--- config.mk ---
export PLATFORM = sky130hd
export DESIGN_NAME = seq_math_unit
export DESIGN_NICKNAME = d
export VERILOG_FILES = /design/src/rtl/seq_math_unit.sv
export SDC_FILE = /design/constraint.sdc
export NUM_CORES = 1
export LEC_CHECK = 0
export CORE_MARGIN = 8
export CORE_UTILIZATION = 28
export DETAILED_ROUTE_END_ITERATION = 6
export PLACE_DENSITY = 0.53
export REMOVE_ABC_BUFFERS = 1
export SLEW_MARGIN = 20
export SYNTH_ARGS = -nofsm -noshare
export SYNTH_HDL_FRONTEND = slang
export SYNTH_SLANG_ARGS = --single-unit
--- constraint.sdc ---
create_clock -name clk -period 2.31 [get_ports clk]
set_clock_uncertainty 0.2 [all_clocks]
set_input_delay 0.462 -clock clk [delete_from_list [all_inputs] [get_ports clk]]
set_output_delay 0.462 -clock clk [all_outputs]
set_load 0.03 [all_outputs]
--- src/rtl/seq_math_unit.sv ---
// Clocked add/sub/shift-add multiply unit with start/busy/done handshake.
// Result and status flags are registered and only change on the done edge.
module seq_math_unit #(
  parameter int WIDTH = 4
) (
  input  logic               clk,
  input  logic               rst,
  input  logic               start,
  input  logic [1:0]         op,
  input  logic [WIDTH-1:0]   a,
  input  logic [WIDTH-1:0]   b,
  output logic               busy,
  output logic               done,
  output logic [2*WIDTH-1:0] result,
  output logic               carry,
  output logic               borrow,
  output logic               zero,
  output logic               err
);

  localparam int RW = 2 * WIDTH;
  localparam int CW = (WIDTH > 2) ? $clog2(WIDTH) : 1;
  localparam logic [CW-1:0] LAST_ITER = CW'(WIDTH - 1);

  localparam logic [1:0] OP_ADD = 2'b00;
  localparam logic [1:0] OP_SUB = 2'b01;
  localparam logic [1:0] OP_MUL = 2'b10;

  typedef enum logic [0:0] {
    S_IDLE = 1'b0,
    S_MUL  = 1'b1
  } state_t;

  state_t         state_reg, state_next;
  logic [RW-1:0]  acc_reg, acc_next;
  logic [RW-1:0]  mcand_reg, mcand_next;
  logic [WIDTH-1:0] mplier_reg, mplier_next;
  logic [CW-1:0]  cnt_reg, cnt_next;
  logic [RW-1:0]  result_reg, result_next;
  logic           done_reg, done_next;
  logic           carry_reg, carry_next;
  logic           borrow_reg, borrow_next;
  logic           zero_reg, zero_next;
  logic           err_reg, err_next;

  logic [WIDTH:0]   sum;
  logic [WIDTH-1:0] diff;
  logic [RW-1:0]    partial;
  logic [RW-1:0]    acc_step;

  assign sum  = {1'b0, a} + {1'b0, b};
  assign diff = a - b;

  // Multiplicand gated by the current multiplier LSB.
  genvar gi;
  generate
    for (gi = 0; gi < RW; gi++) begin : g_partial
      assign partial[gi] = mcand_reg[gi] & mplier_reg[0];
    end
  endgenerate

  assign acc_step = acc_reg + partial;

  always_ff @(posedge clk) begin
    if (rst) begin
      state_reg  <= S_IDLE;
      acc_reg    <= '0;
      mcand_reg  <= '0;
      mplier_reg <= '0;
      cnt_reg    <= '0;
      result_reg <= '0;
      done_reg   <= 1'b0;
      carry_reg  <= 1'b0;
      borrow_reg <= 1'b0;
      zero_reg   <= 1'b0;
      err_reg    <= 1'b0;
    end else begin
      state_reg  <= state_next;
      acc_reg    <= acc_next;
      mcand_reg  <= mcand_next;
      mplier_reg <= mplier_next;
      cnt_reg    <= cnt_next;
      result_reg <= result_next;
      done_reg   <= done_next;
      carry_reg  <= carry_next;
      borrow_reg <= borrow_next;
      zero_reg   <= zero_next;
      err_reg    <= err_next;
    end
  end

  always_comb begin
    state_next  = state_reg;
    acc_next    = acc_reg;
    mcand_next  = mcand_reg;
    mplier_next = mplier_reg;
    cnt_next    = cnt_reg;
    result_next = result_reg;
    done_next   = 1'b0;
    carry_next  = carry_reg;
    borrow_next = borrow_reg;
    err_next    = err_reg;

    case (state_reg)
      S_IDLE: begin
        if (start) begin
          case (op)
            OP_ADD: begin
              result_next = {{WIDTH{1'b0}}, sum[WIDTH-1:0]};
              carry_next  = sum[WIDTH];
              borrow_next = 1'b0;
              err_next    = 1'b0;
              done_next   = 1'b1;
            end
            OP_SUB: begin
              result_next = {{WIDTH{1'b0}}, diff};
              carry_next  = 1'b0;
              borrow_next = (a < b);
              err_next    = 1'b0;
              done_next   = 1'b1;
            end
            OP_MUL: begin
              state_next  = S_MUL;
              acc_next    = '0;
              mcand_next  = {{WIDTH{1'b0}}, a};
              mplier_next = b;
              cnt_next    = '0;
            end
            default: begin
              result_next = '0;
              carry_next  = 1'b0;
              borrow_next = 1'b0;
              err_next    = 1'b1;
              done_next   = 1'b1;
            end
          endcase
        end
      end
      S_MUL: begin
        acc_next    = acc_step;
        mcand_next  = mcand_reg << 1;
        mplier_next = mplier_reg >> 1;
        cnt_next    = cnt_reg + 1'b1;
        // Last iteration writes the final accumulator straight to result.
        if (cnt_reg == LAST_ITER) begin
          state_next  = S_IDLE;
          result_next = acc_step;
          carry_next  = 1'b0;
          borrow_next = 1'b0;
          err_next    = 1'b0;
          done_next   = 1'b1;
        end
      end
      default: state_next = S_IDLE;
    endcase

    zero_next = done_next ? (result_next == '0) : zero_reg;
  end

  assign busy   = (state_reg == S_MUL);
  assign done   = done_reg;
  assign result = result_reg;
  assign carry  = carry_reg;
  assign borrow = borrow_reg;
  assign zero   = zero_reg;
  assign err    = err_reg;

endmodule

### After elaboration in Yosys (flattened, before gate mapping)

Index checks and enable logic that the tools add are counted.

| word-level totals | value |
|---|---|
| memories | 0 |
| bits of input ports | 13 |
| bits in read-only memories | 0 |
| output and inout port bits | 14 |
| latch bits | 0 |
| register bits after elaboration | 36 |
| RAM bits | 0 |

| cells by class | value |
|---|---|
| shift operators | 0 |
| $mul | 0 |
| reductions and logical operators | 5 |
| $lt $le $gt $ge | 1 |
| $add $sub $neg | 4 |
| bitwise operators | 9 |
| divide/modulo/power cells | 0 |
| eq/ne operators | 7 |
| multiplexer cells | 34 |

Operators with widths:

| operator | number |
|---|---|
| $mux 8 | 6 |
| $pmux 8 s2 | 3 |
| $pmux 8 s3 | 1 |
| $pmux 1 s2 | 8 |
| $mux 1 | 10 |
| $add 8x8->8 | 1 |
| $and 1x1->1 | 8 |
| $logic_not 8->1 | 1 |
| $mux 4 | 2 |
| $pmux 4 s2 | 1 |
| $add 4x4->5 | 1 |
| $eq 2x2->1 const B | 2 |
| $lt 4x4->1 | 1 |
| $mux 2 | 2 |
| $ne 2x1->1 const B | 2 |
| $ne 2x2->1 const B | 2 |
| $pmux 2 s2 | 1 |
| $sub 4x4->4 | 1 |
| $reduce_and 3->1 | 1 |
| $add 2x1->2 const B | 1 |
| $eq 2x1->1 const B | 1 |
| $logic_not 2->1 | 1 |
| $reduce_and 2->1 | 1 |
| $reduce_or 2->1 | 1 |
| $not 1->1 | 1 |

### Longest topological paths before layout

Gate-level depths: netlist of run 1.

| logic depth | value |
|---|---|
| depth in word-level cells | 5 |
| mapped depth | 10 |
| gate-level depth less buffers | 10 |

### Worst setup path after synthesis of run 1

No wires, ideal clock.

| timing path | value |
|---|---|
| path kind | register -> register |
| from | register mplier_reg[0] |
| to | register zero_reg, in the netlist zero |
| stages on the path, launching flop included | 10 |
| setup time | 0.084 ns |
| arrival | 2.061 ns |
| path slack | -0.035 ns |
| cell sequence | dfxtp_1 and2_1 ha_1 fa_1 a21o_1 a221oi_2 xnor2_1 a22oi_2 o2111ai_1 o31ai_2 |

| between the ends | value |
|---|---|
| longest elaborated chain between the ends | 5 |

RTL lines:

| what | line | text |
|---|---|---|
| start, declared | 37 | `logic [WIDTH-1:0] mplier_reg, mplier_next;` |
| start signal, assigned | 81 | `mplier_reg <= mplier_next;` |
| $and 1x1->1 | 58 | `assign partial[gi] = mcand_reg[gi] & mplier_reg[0];` |
| $add 8x8->8 (*) | 62 | `assign acc_step = acc_reg + partial;` |
| $mux 8 (*) | 145 | `if (cnt_reg == LAST_ITER) begin` |
| $pmux 8 s2 (*) | 104 | `case (state_reg)` |
| $logic_not 8->1 (*) | 157 | `zero_next = done_next ? (result_next == '0) : zero_reg;` |
| end signal, assigned | 87 | `zero_reg <= zero_next;` |
| end, declared | 43 | `logic zero_reg, zero_next;` |

Every way passes the cells marked *; elsewhere a longest branch is shown, timed or not.
A chain may end at the register's enable or synchronous reset.

### Worst setup path in the final report of run 1

Ends and elaborated chain as after synthesis.

==> results.md, run 1 <==
- Max Cap Viol: 0
- Cells after Synth: 248
- Via density: 4.72
- CTS root buf: clkbuf_8
- Synth Area in Compound Gates: 0.202
- Sequential power share: 0.464
- Die width: 102 um
- Slew Limit Headroom: 0.700
- Synth Area in XOR/XNOR: 0.0336
- Main combinational cell family by area after synthesis: simple AND/OR/NAND/NOR gates
- Initial antenna violation count: 0
- Hold Vio Cnt, Final: 0
- Static Leakage: 1.35 nW
- Number of synthesized flops with an enable pin: 0
- Period utilization: 1.06
- Post-Synth Simple-Gate Area: 0.208
- Launching element type of the critical path: flop
- Int Power: 0.00100 W
- Initial Utilization: 0.288
- Post-DP HPWL: 4.21 mm
- Diode count: 0
- Routability cong.: 0.777
- CTS H-tree lvls: 2
- Min-delay worst type: reg2reg
- Critical Path Fanout Max: 4
- Slew Viols, Final: 0
- R2R Setup Slk: -0.13 ns
- CTS clk-pin slew, worst paths: 0.08 ns
- # IOs: 27
- # clock sinks: 36
- Violated checks: negative setup slack
- # rows: 31
- Die Area: 0.0105 mm2
- Syn_area_per_cell: 8.42 um2
- Combinational share of power: 0.189
- RSZ-0062 raised after global routing: true
- Cells on worst reg2reg path: 9
- Total global-route track usage: 0.112
- Sequential share of the synthesized area: 0.345
- Clk pwr share: 0.347
- CTS tree: done
- Clock buffer depth: 2
- Synth cell types: 46
- Routed WL per cell: 13.6 um
- Yosys Warn Count: 0
- Tmin final: 2.44 ns
- Mux contribution to synthesized area: 0.0431
- DP Area: 0.00272 mm2
- Worst vdd ir: 0.201 mV
- Run status: complete, but fails checks
- # setup viols final: 1
- Final instance area: 0.00301 mm2
- Post-Syn Area: 0.00209 mm2
- DRC Markers: 0
- Largest net degree at the start of global routing: 20
- Switch share: 0.283
- CTS buffer count: 5
- GR Overflow Total: 0
- Core area: 0.00725 mm2
- CP peak stage delay: 0.37 ns
- Worst-margin pin slew: 0.450 ns
- Post-route ant nets: 0
- Worst r2r src: mplier_reg[0]
- Layout area overhead: 44.0%
- Arr. time, crit path: 2.45 ns
- Adder-Cell Fraction of Synth Area: 0.125
- Yosys reg bits: 36
- DR vias: 1,936
- Worst path slowest cell: dfxtp_4
- Crit Path Class: reg2reg
- Most common flop cell mapped by yosys: dfxtp_1
- Worst-path cell chain: and2_4 > ha_4 > fa_2 > a21o_1 > a221oi_2 > xnor2_1 > a22oi_2 > o2111ai_2 > o31ai_2
- Worst setup margin: -0.130 ns
- Die height: 102 um
- Clk Latency, worst-skew pair: 0.29 ns
- Core Util, Final: 0.415
- Final wirelength: 5.56 mm
- Vias in the first global route: 1,957
- Critical Path RT: 2.32 ns
- First-pass GRT wire length: 9.38 mm
- Reg2reg end: zero
- Switching power: 0.000397 W
- Final nets: 342
- Worst Hold Depth: 2
- Port bufs: 26
- Hold Startpoint: carry
- WHS Endpoint: carry
- Setup crit end kind: flop
- FMAX: 410 MHz
- Share of layout cells above drive strength 1: 0.251
- DR iter-0 viols: 104
- Power Density: 465 mW/mm2
- DRT Pass-1 Iters: 4
- Asr flop ratio synth: 0
[through the flow]
step / hold WS (ns) / setup slack [ns] / total power, W / instances / TNS [ns]
global placement: 0.243 / -0.592 / 0.000918 / 398 / -1.88
finish: 0.254 / -0.130 / 0.00140 / 410 / -0.130
CTS: 0.257 / -0.199 / 0.00141 / 411 / -0.311
global route: 0.286 / -0.225 / 0.00147 / 410 / -0.329
floorplan: 0.255 / -0.0698 / 0.000784 / 234 / -0.0698
detailed placement: 0.247 / -0.631 / 0.000919 / 398 / -1.95
[final cells by class]
type / count / area [um2]
Multi-Input combinational cell: 189 / 1430
Timing Repair Buffer: 69 / 596
Clock buffer: 6 / 82.6
Tap cell: 99 / 124
Inverter: 9 / 33.8
Fill cell: 731 / 4250
Clock inverter: 2 / 13.8
Sequential cell: 36 / 724
[placed cells by master, fill, tap and decap left out, types with 2 or more instances in the layout]
cell type,n
nor3_1,3
a22oi_2,3
and2_1,7
clkbuf_8,6
o21ai_1,4
a21oi_2,3
xor2_1,3
nor2b_1,3
o21ai_0,3
nand2_1,10
a21o_1,3
ha_4,5
o21a_1,2
and2_4,2
nand2b_1,2
clkdlybuf4s50_1,21
nor2_1,44
dlygate4sd2_1,3
xnor2_1,3
and3_1,11
dfxtp_1,35
nand3b_1,2
fa_1,2
a22oi_1,4
mux2i_1,9
nand4_1,2
buf_4,42
ha_1,11
a21oi_1,25
inv_1,8
[power by group through the flow]
stage | Clock [W] | Combinational, W | Sequential, W
after floorplan | 0 | 0.0000942 | 0.000690
after global placement | 0 | 0.000252 | 0.000666
after detailed placement | 0 | 0.000254 | 0.000665
after CTS | 0.000499 | 0.000259 | 0.000650
after global routing | 0.000523 | 0.000291 | 0.000653
final | 0.000486 | 0.000265 | 0.000650
[layer usage]
| layer | routed length (um) | GRT usage |
|---|---|---|
| met1 | 2610 | 0.139 |
| met5 | 0 | 0 |
| met2 | 2680 | 0.190 |
| met4 | 78 | 0.0361 |
| met3 | 195 | 0.0191 |
[cell families (layout without fill, tap and decap cells)]
family / Yosys count / after routing
and+or+nand+nor: 91 / 91
AOI/OAI and AO/OA: 62 / 62
DFF: 36 / 36
buffers and inverters: 23 / 86
adders and majority gates: 19 / 19
muxes: 9 / 9
xor gates and xnor gates: 8 / 8
[cells in the mapped netlist, types with 2 or more instances]
cell type   n  area, um2
nand2b_1    2       12.5
ha_1       16        200
nor3_1      3       15.0
buf_1       3       11.3
nand4_1     2       12.5
o21a_1      2       15.0
o21ai_1     3       15.0
a21o_1      3       22.5
clkbuf_1    7       26.3
dfxtp_1    36        721
mux2i_1     9       90.1
nand2_1    10       37.5
and3_1     11       68.8
a22oi_1     5       37.5
xor2_1      4       35.0
nand3b_1    2       15.0
inv_1       9       33.8
a22oi_2     2       25.0
buf_2       3       15.0
fa_1        3       60.1
nor2b_1     3       18.8
nor2_1     45        169
o21ai_0     4       20.0
xnor2_1     4       35.0
and2_1      9       56.3
a21oi_1    28        140
[critical path: cells and delay by family, from the launching register on]
kind | cells | cell delay, ns
and+or+nand+nor | 1 | 0.14
xor gates and xnor gates | 1 | 0.13
AOI/OAI and AO/OA | 5 | 1.03
DFF | 1 | 0.37
adders and majority gates | 2 | 0.49
[repair_timing]
action	in CTS	in global routing
hold buffers	0	0
setup endpoints to repair	7	8
gates resized for setup	23	10
pin swaps	13	12
buffers inserted	6	1
[worst max path at each step]
stage / from / end / slack (ns) / cells after the start
after floorplan: busy / zero / -0.07 / 5
final: mplier_reg[0] / zero / -0.13 / 9
after CTS: mplier_reg[0] / zero / -0.20 / 9
after global placement: a[0] / zero / -0.59 / 11
after global routing: mplier_reg[0] / zero / -0.23 / 9
after detailed placement: a[0] / zero / -0.63 / 11
Power figures use the tool's default switching activity.
==> inputs of run 2 (changes only) <==
CORE_ASPECT_RATIO = 1.5   (was default)
PLACE_DENSITY = 0.51   (was 0.53)
clock period = 2.6 ns   (was 2.31 ns; I/O delays follow)
==> run 2 against run 1 <==
Compared with the run above: the run now ends clean; wire length increased by 2.2%; via count decreased by 4.3%; flip-flop and latch count unchanged; critical endpoint unchanged; largest power group unchanged; sequential share of layout area increased by 1.5 points.
==> results.md, run 2 (synthesis gave the netlist of run 1 again) <==
- Run status: completed
- DR iter-0 viols: 58 (-44%)
- RSZ-0062 raised after global routing: true
- Slew Viols, Final: 0 (unchanged)
- Worst-margin pin slew: 0.483 ns (+0.0332 ns)
- Setup crit end kind: flop
- # clock sinks: 36 (unchanged)
- Layout area overhead: 35.5%
- Int Power: 0.000885 W (-12%)
- # rows: 38 (+23%)
- Crit Path Class: reg2reg
- FMAX: 393 MHz (-4.2%)
- DRC Markers: 0 (unchanged)
- Storage element area: 723 um2 (-0.17%)
- Final nets: 329 (-3.8%)
- Finished Layout Cells: 398 (-2.9%)
- Post-DP HPWL: 4.22 mm (+0.23%)
- Post-route ant nets: 0 (unchanged)
- Clk Latency, worst-skew pair: 0.28 ns (about the same)
- GR Overflow Total: 0 (unchanged)
- Via density: 4.66 (-1.4%)
- R2R Setup Slk: 0.05 ns (+0.18 ns)
- Switch share: 0.266 (-0.0177)
- Launching element type of the critical path: flop
- # setup viols final: 0 (-1)
- Max Cap Viol: 0 (unchanged)
- DRT Pass-1 Iters: 4 (unchanged)
- Die Area: 0.0105 mm2 (+0.54%)
- Cells on worst reg2reg path: 9 (unchanged)
- CTS buffer count: 5 (unchanged)
- Total global-route track usage: 0.112 (+0.000591)
- Power Density: 426 mW/mm2 (-8.5%)
- Sequential power share: 0.481 (+0.017)
- Tmin final: 2.55 ns (+0.106 ns)
- Critical Path RT: 2.60 ns (+0.28 ns)
- Critical Path Fanout Max: 2 (-2)
- Switching power: 0.000320 W (-19%)
- Reg2reg end: zero
- CTS root buf: clkbuf_8
- Core area: 0.00723 mm2 (-0.36%)
- Initial antenna violation count: 0 (unchanged)
- Die height: 122 um (+19%)
- Arr. time, crit path: 2.54 ns (+0.09 ns)
- Port bufs: 26 (unchanged)
- Die width: 86.5 um (-15%)
- Min-delay worst type: reg2reg
- Largest net degree at the start of global routing: 28 (+40%)
- Static Leakage: 1.25 nW (-7.5%)
- Combinational share of power: 0.184 (-0.005)
- Hold Vio Cnt, Final: 0 (unchanged)
- Slew Limit Headroom: 0.678 (-0.0221)
- Area of the multi-input gates: 0.00137 mm2 (-4.8%)
- First-pass GRT wire length: 9.36 mm (-0.30%)
- Hold Startpoint: carry
- Initial Utilization: 0.289 (+0.00105)
- Final wirelength: 5.68 mm (+2.2%)
- Hold slack: 0.258 ns (+0.00441 ns)
- CTS tree: done
- CTS clk-pin slew, worst paths: 0.07 ns (about the same)
- Share of layout cells above drive strength 1: 0.185 (-0.0662)
- Clock buffer depth: 2 (unchanged)
- Clk pwr share: 0.335 (-0.012)
- Worst Hold Depth: 2 (unchanged)
- Vias in the first global route: 1,871 (-4.4%)
- Period utilization: 0.979 (-0.0771)
- Worst r2r src: mcand_reg[0]
- Most frequent cells in the layout: 45 x nor2_1, 34 x dfxtp_1, 30 x buf_4
- DR vias: 1,853 (-4.3%)
- Routed WL per cell: 14.3 um (+5.3%)
- # IOs: 27 (unchanged)
- WHS Endpoint: carry
- Fill count: 779 (+6.6%)
- Commonest non-fill, non-tap cell in the layout: nor2_1
- CTS H-tree lvls: 2 (unchanged)
- Worst vdd ir: 0.195 mV (-2.9%)
- Diode count: 0 (unchanged)
- Routability cong.: 0.822 (+5.7%)
- Cell Count Post-Placement: 382 (-4.0%)
-- run 2: critical path: stages (launching register included) --
cell	delay, ns
dfxtp_2	0.32
and2_4	0.15
ha_4	0.16
fa_2	0.36
a21o_1	0.23
a221oi_4	0.27
xnor2_2	0.11
a22oi_2	0.23
o2111ai_2	0.17
o31ai_2	0.26
-- run 2: how the worst max path moves through the flow --
stage / startpoint / end / slack, ns / cells past startpoint
4_1_cts: b[1] / zero / 0.05 / 9
5_1_grt: mcand_reg[0] / zero / -0.03 / 9
3_3_place_gp: a[0] / zero / -0.37 / 11
2_1_floorplan: busy / zero / 0.22 / 5
6_report: mcand_reg[0] / zero / 0.05 / 9
3_5_place_dp: a[0] / zero / -0.40 / 11
-- run 2: power groups by stage --
stage	Clock, W	Sequential, W	Combinational, W
after floorplan	0	0.000613	0.0000837
after global placement	0	0.000592	0.000219
after detailed placement	0	0.000592	0.000219
after CTS	0.000421	0.000579	0.000220
after global routing	0.000444	0.000581	0.000245
final	0.000404	0.000579	0.000221
-- run 2: routing by layer --
metal | up-vias | GRT usage | share of wire
met5 | - | 0 | 0
met4 | 0 | 0.0325 | 0.012
met3 | 7 | 0.0270 | 0.040
met2 | 30 | 0.207 | 0.52
met1 | 856 | 0.122 | 0.42
li1 | 960 | - | -
-- run 2: what timing repair did --
| action | 4_1_cts | 5_1_grt |
|---|---|---|
| hold endpoints to repair | 0 | 0 |
| hold buffers | 0 | 0 |
| buffers inserted | 1 | 7 |
| setup endpoints to repair | 1 | 2 |
| pin swaps | 4 | 11 |
| resized for setup | 6 | 13 |
-- run 2: cell type report --
type	count	share of cell area
inverters	9	0.0119
repair buffers	56	0.174
clock buffers	8	0.0318
flip-flops and latches	36	0.256
multi-input cells	189	0.483
well taps	100	0.0442
-- run 2: through the flow --
step,util,TNS [ns],area (um2),total power [W],setup WS [ns]
5_1_grt,0.391,-0.0343,2830,0.00127,-0.0343
2_1_floorplan,-,0,2030,0.000697,0.220
4_1_cts,0.373,0,2700,0.00122,0.0471
3_3_place_gp,0.359,-0.669,2590,0.000811,-0.365
6_report,0.391,0,2830,0.00120,0.0536
3_5_place_dp,0.359,-0.743,2590,0.000811,-0.400
==> inputs of run 3 (changes only) <==
CTS_CLUSTER_DIAMETER = 60   (was default)
DONT_BUFFER_PORTS = 1   (was default)
PLACE_DENSITY = 0.46   (was 0.51)
==> run 3 against run 2 <==
Compared with the run above: largest cell class unchanged; clock power down 6.2%; highest routed layer unchanged; die area unchanged; sequential share of layout area up 5.6 points; clock-buffer cell count down 2.
==> results.md, run 3 (synthesis gave the netlist of run 1 again) <==
- CTS clk-pin slew, worst paths: 0.07 ns (about the same)
- Hold slack: 0.0918 ns (-0.166 ns)
- R2R Setup Slk: 0.12 ns (+0.07 ns)
- Critical Path Fanout Max: 5 (+3)
- Worst-margin pin slew: 0.655 ns (+0.172 ns)
- Via density: 4.93 (+6.0%)
- Static Leakage: 1.02 nW (-18%)
- DR WL met2: 3.00 mm (+0.91%)
- Clk Latency, worst-skew pair: 0.28 ns (about the same)
- First-pass GRT wire length: 8.85 mm (-5.5%)
- Launching element type of the critical path: flop
- Post-route ant nets: 0 (unchanged)
- GR Overflow Total: 0 (unchanged)
- Clock buffer depth: 2 (unchanged)
- Arr. time, crit path: 2.49 ns (-0.05 ns)
- Int Power: 0.000797 W (-9.9%)
- Max Cap Viol: 0 (unchanged)
- Final wirelength: 5.48 mm (-3.6%)
- Setup crit end kind: flop
- CTS buffer count: 5 (unchanged)
- Period utilization: 0.953 (-0.0265)
- FMAX: 404 MHz (+2.8%)
- Core Util, Final: 0.322 (-0.0694)
- Switch share: 0.273 (+0.00705)
- RSZ-0062 raised after global routing: false
- Port bufs: 0 (-100%)
- CTS H-tree lvls: 2 (unchanged)
- Highest metal used: met4
- Core area: 0.00723 mm2 (unchanged)
- Fill count: 827 (+6.2%)
- Layout area overhead: 11.4%
- Hold Buf Count CTS: 0 (unchanged)
- Combinational share of power: 0.109 (-0.075)
- Largest net degree at the start of global routing: 37 (+32%)
- Die Area: 0.0105 mm2 (unchanged)
- Worst setup margin: 0.122 ns (+0.0689 ns)
- DR vias: 1,712 (-7.6%)
- Post-DP HPWL: 4.11 mm (-2.7%)
- DRT Pass-1 Iters: 4 (unchanged)
- # setup viols final: 0 (unchanged)
- Crit path from: mplier_reg[0]
- Sequential power share: 0.546 (+0.065)
- Share of layout cells above drive strength 1: 0.105 (-0.0793)
- Clk pwr share: 0.346 (+0.011)
- Total global-route track usage: 0.109 (-0.00330)
- Final TNS setup: 0 ns (unchanged)
- Die height: 122 um (unchanged)
- Crit Path Class: reg2reg
- Final nets: 279 (-15%)
- Switching power: 0.000299 W (-6.6%)
- Critical Path RT: 2.61 ns (about the same)
- Die width: 86.5 um (unchanged)
- Reg2reg end: zero
- Most frequent cells in the layout: 45 x nor2_1, 34 x dfxtp_1, 28 x a21oi_1
- DR iter-0 viols: 139 (+140%)
- WL met3: 300 um (+30%)
- Power Density: 471 mW/mm2 (+11%)
- CTS tree: done
- Worst r2r src: mplier_reg[0]
- # IOs: 27 (unchanged)
- Critical Path Sink: zero
- Initial antenna violation count: 0 (unchanged)
- Slew Viols, Final: 0 (unchanged)
- Run status: completed
- Routability cong.: 0.798 (-2.9%)
- # rows: 38 (unchanged)
- Vias in the first global route: 1,697 (-9.3%)
- Cells on worst reg2reg path: 9 (unchanged)
- # clock sinks: 36 (unchanged)
- Slew Limit Headroom: 0.562 (-0.115)
- Pre-CTS WS: 0.0488 ns (+0.449 ns)
- Diode count: 0 (unchanged)
- Routed WL per cell: 15.8 um (+11%)
- Tmin final: 2.48 ns (-0.0689 ns)
- Hold Vio Cnt, Final: 0 (unchanged)
- CTS root buf: clkbuf_8
- Min-delay worst type: in2reg
- Worst vdd ir: 0.174 mV (-11%)
- Initial Utilization: 0.289 (unchanged)
- DRC Markers: 0 (unchanged)
- Commonest non-fill, non-tap cell in the layout: nor2_1
- M1 wire length: 2.09 mm (-13%)
==> run 3: worst min-delay path by stage <==
stage | startpoint | to | cells after the start
after detailed placement | mplier_reg[3] | mplier_reg[2] | 2
after global routing | rst | mplier_reg[2] | 1
final | rst | mplier_reg[0] | 1
after CTS | rst | mcand_reg[3] | 1
after floorplan | mplier_reg[1] | mplier_reg[0] | 2
after global placement | mplier_reg[3] | mplier_reg[2] | 2
==> run 3: power groups by stage <==
| stage | clock (W) | combinational (W) | sequential [W] |
|---|---|---|---|
| floorplan | 0 | 0.0000837 | 0.000613 |
| CTS | 0.000397 | 0.000119 | 0.000600 |
| detailed placement | 0 | 0.000118 | 0.000613 |
| global placement | 0 | 0.000118 | 0.000612 |
| global route | 0.000418 | 0.000134 | 0.000600 |
| finish | 0.000379 | 0.000119 | 0.000598 |
==> run 3: critical path, stage by stage, from the launching register on <==
cell and delay, ns:
dfxtp_4 0.36, and2_4 0.14, ha_4 0.16, fa_2 0.36, a21o_1 0.21, a221oi_2 0.31
xnor2_2 0.14, a22oi_2 0.23, o2111ai_2 0.13, o31ai_2 0.17
==> run 3: final cells by class <==
class	instances	area, um2	share of cell area
Clock buffer	6	72.6	0.0312
Clock inverter	1	5.00	0.00215
Inverter	9	33.8	0.0145
Multi-Input combinational cell	189	1320	0.567
Sequential cell	36	726	0.312
Tap cell	100	125	0.0538
Timing Repair Buffer	6	45.0	0.0194
==> run 3: what timing repair did <==
action | in CTS | in global routing
setup buffers | 0 | 2
resized for setup | 0 | 10
endpoints found under the setup margin | 0 | 3
==> run 3: metal layers <==
layer,global-route usage,vias to the layer above
li1,-,860
met3,0.0276,6
met1,0.107,818
met4,0.0465,0
met2,0.207,28
met5,0,-
==> run 3: per-stage QoR <==
stage	cells	total power, W	cell area (um2)
5_1_grt	347	0.00115	2330
4_1_cts	345	0.00112	2260
2_1_floorplan	234	0.000697	2030
6_report	347	0.00110	2330
3_3_place_gp	338	0.000730	2190
3_5_place_dp	338	0.000731	2190
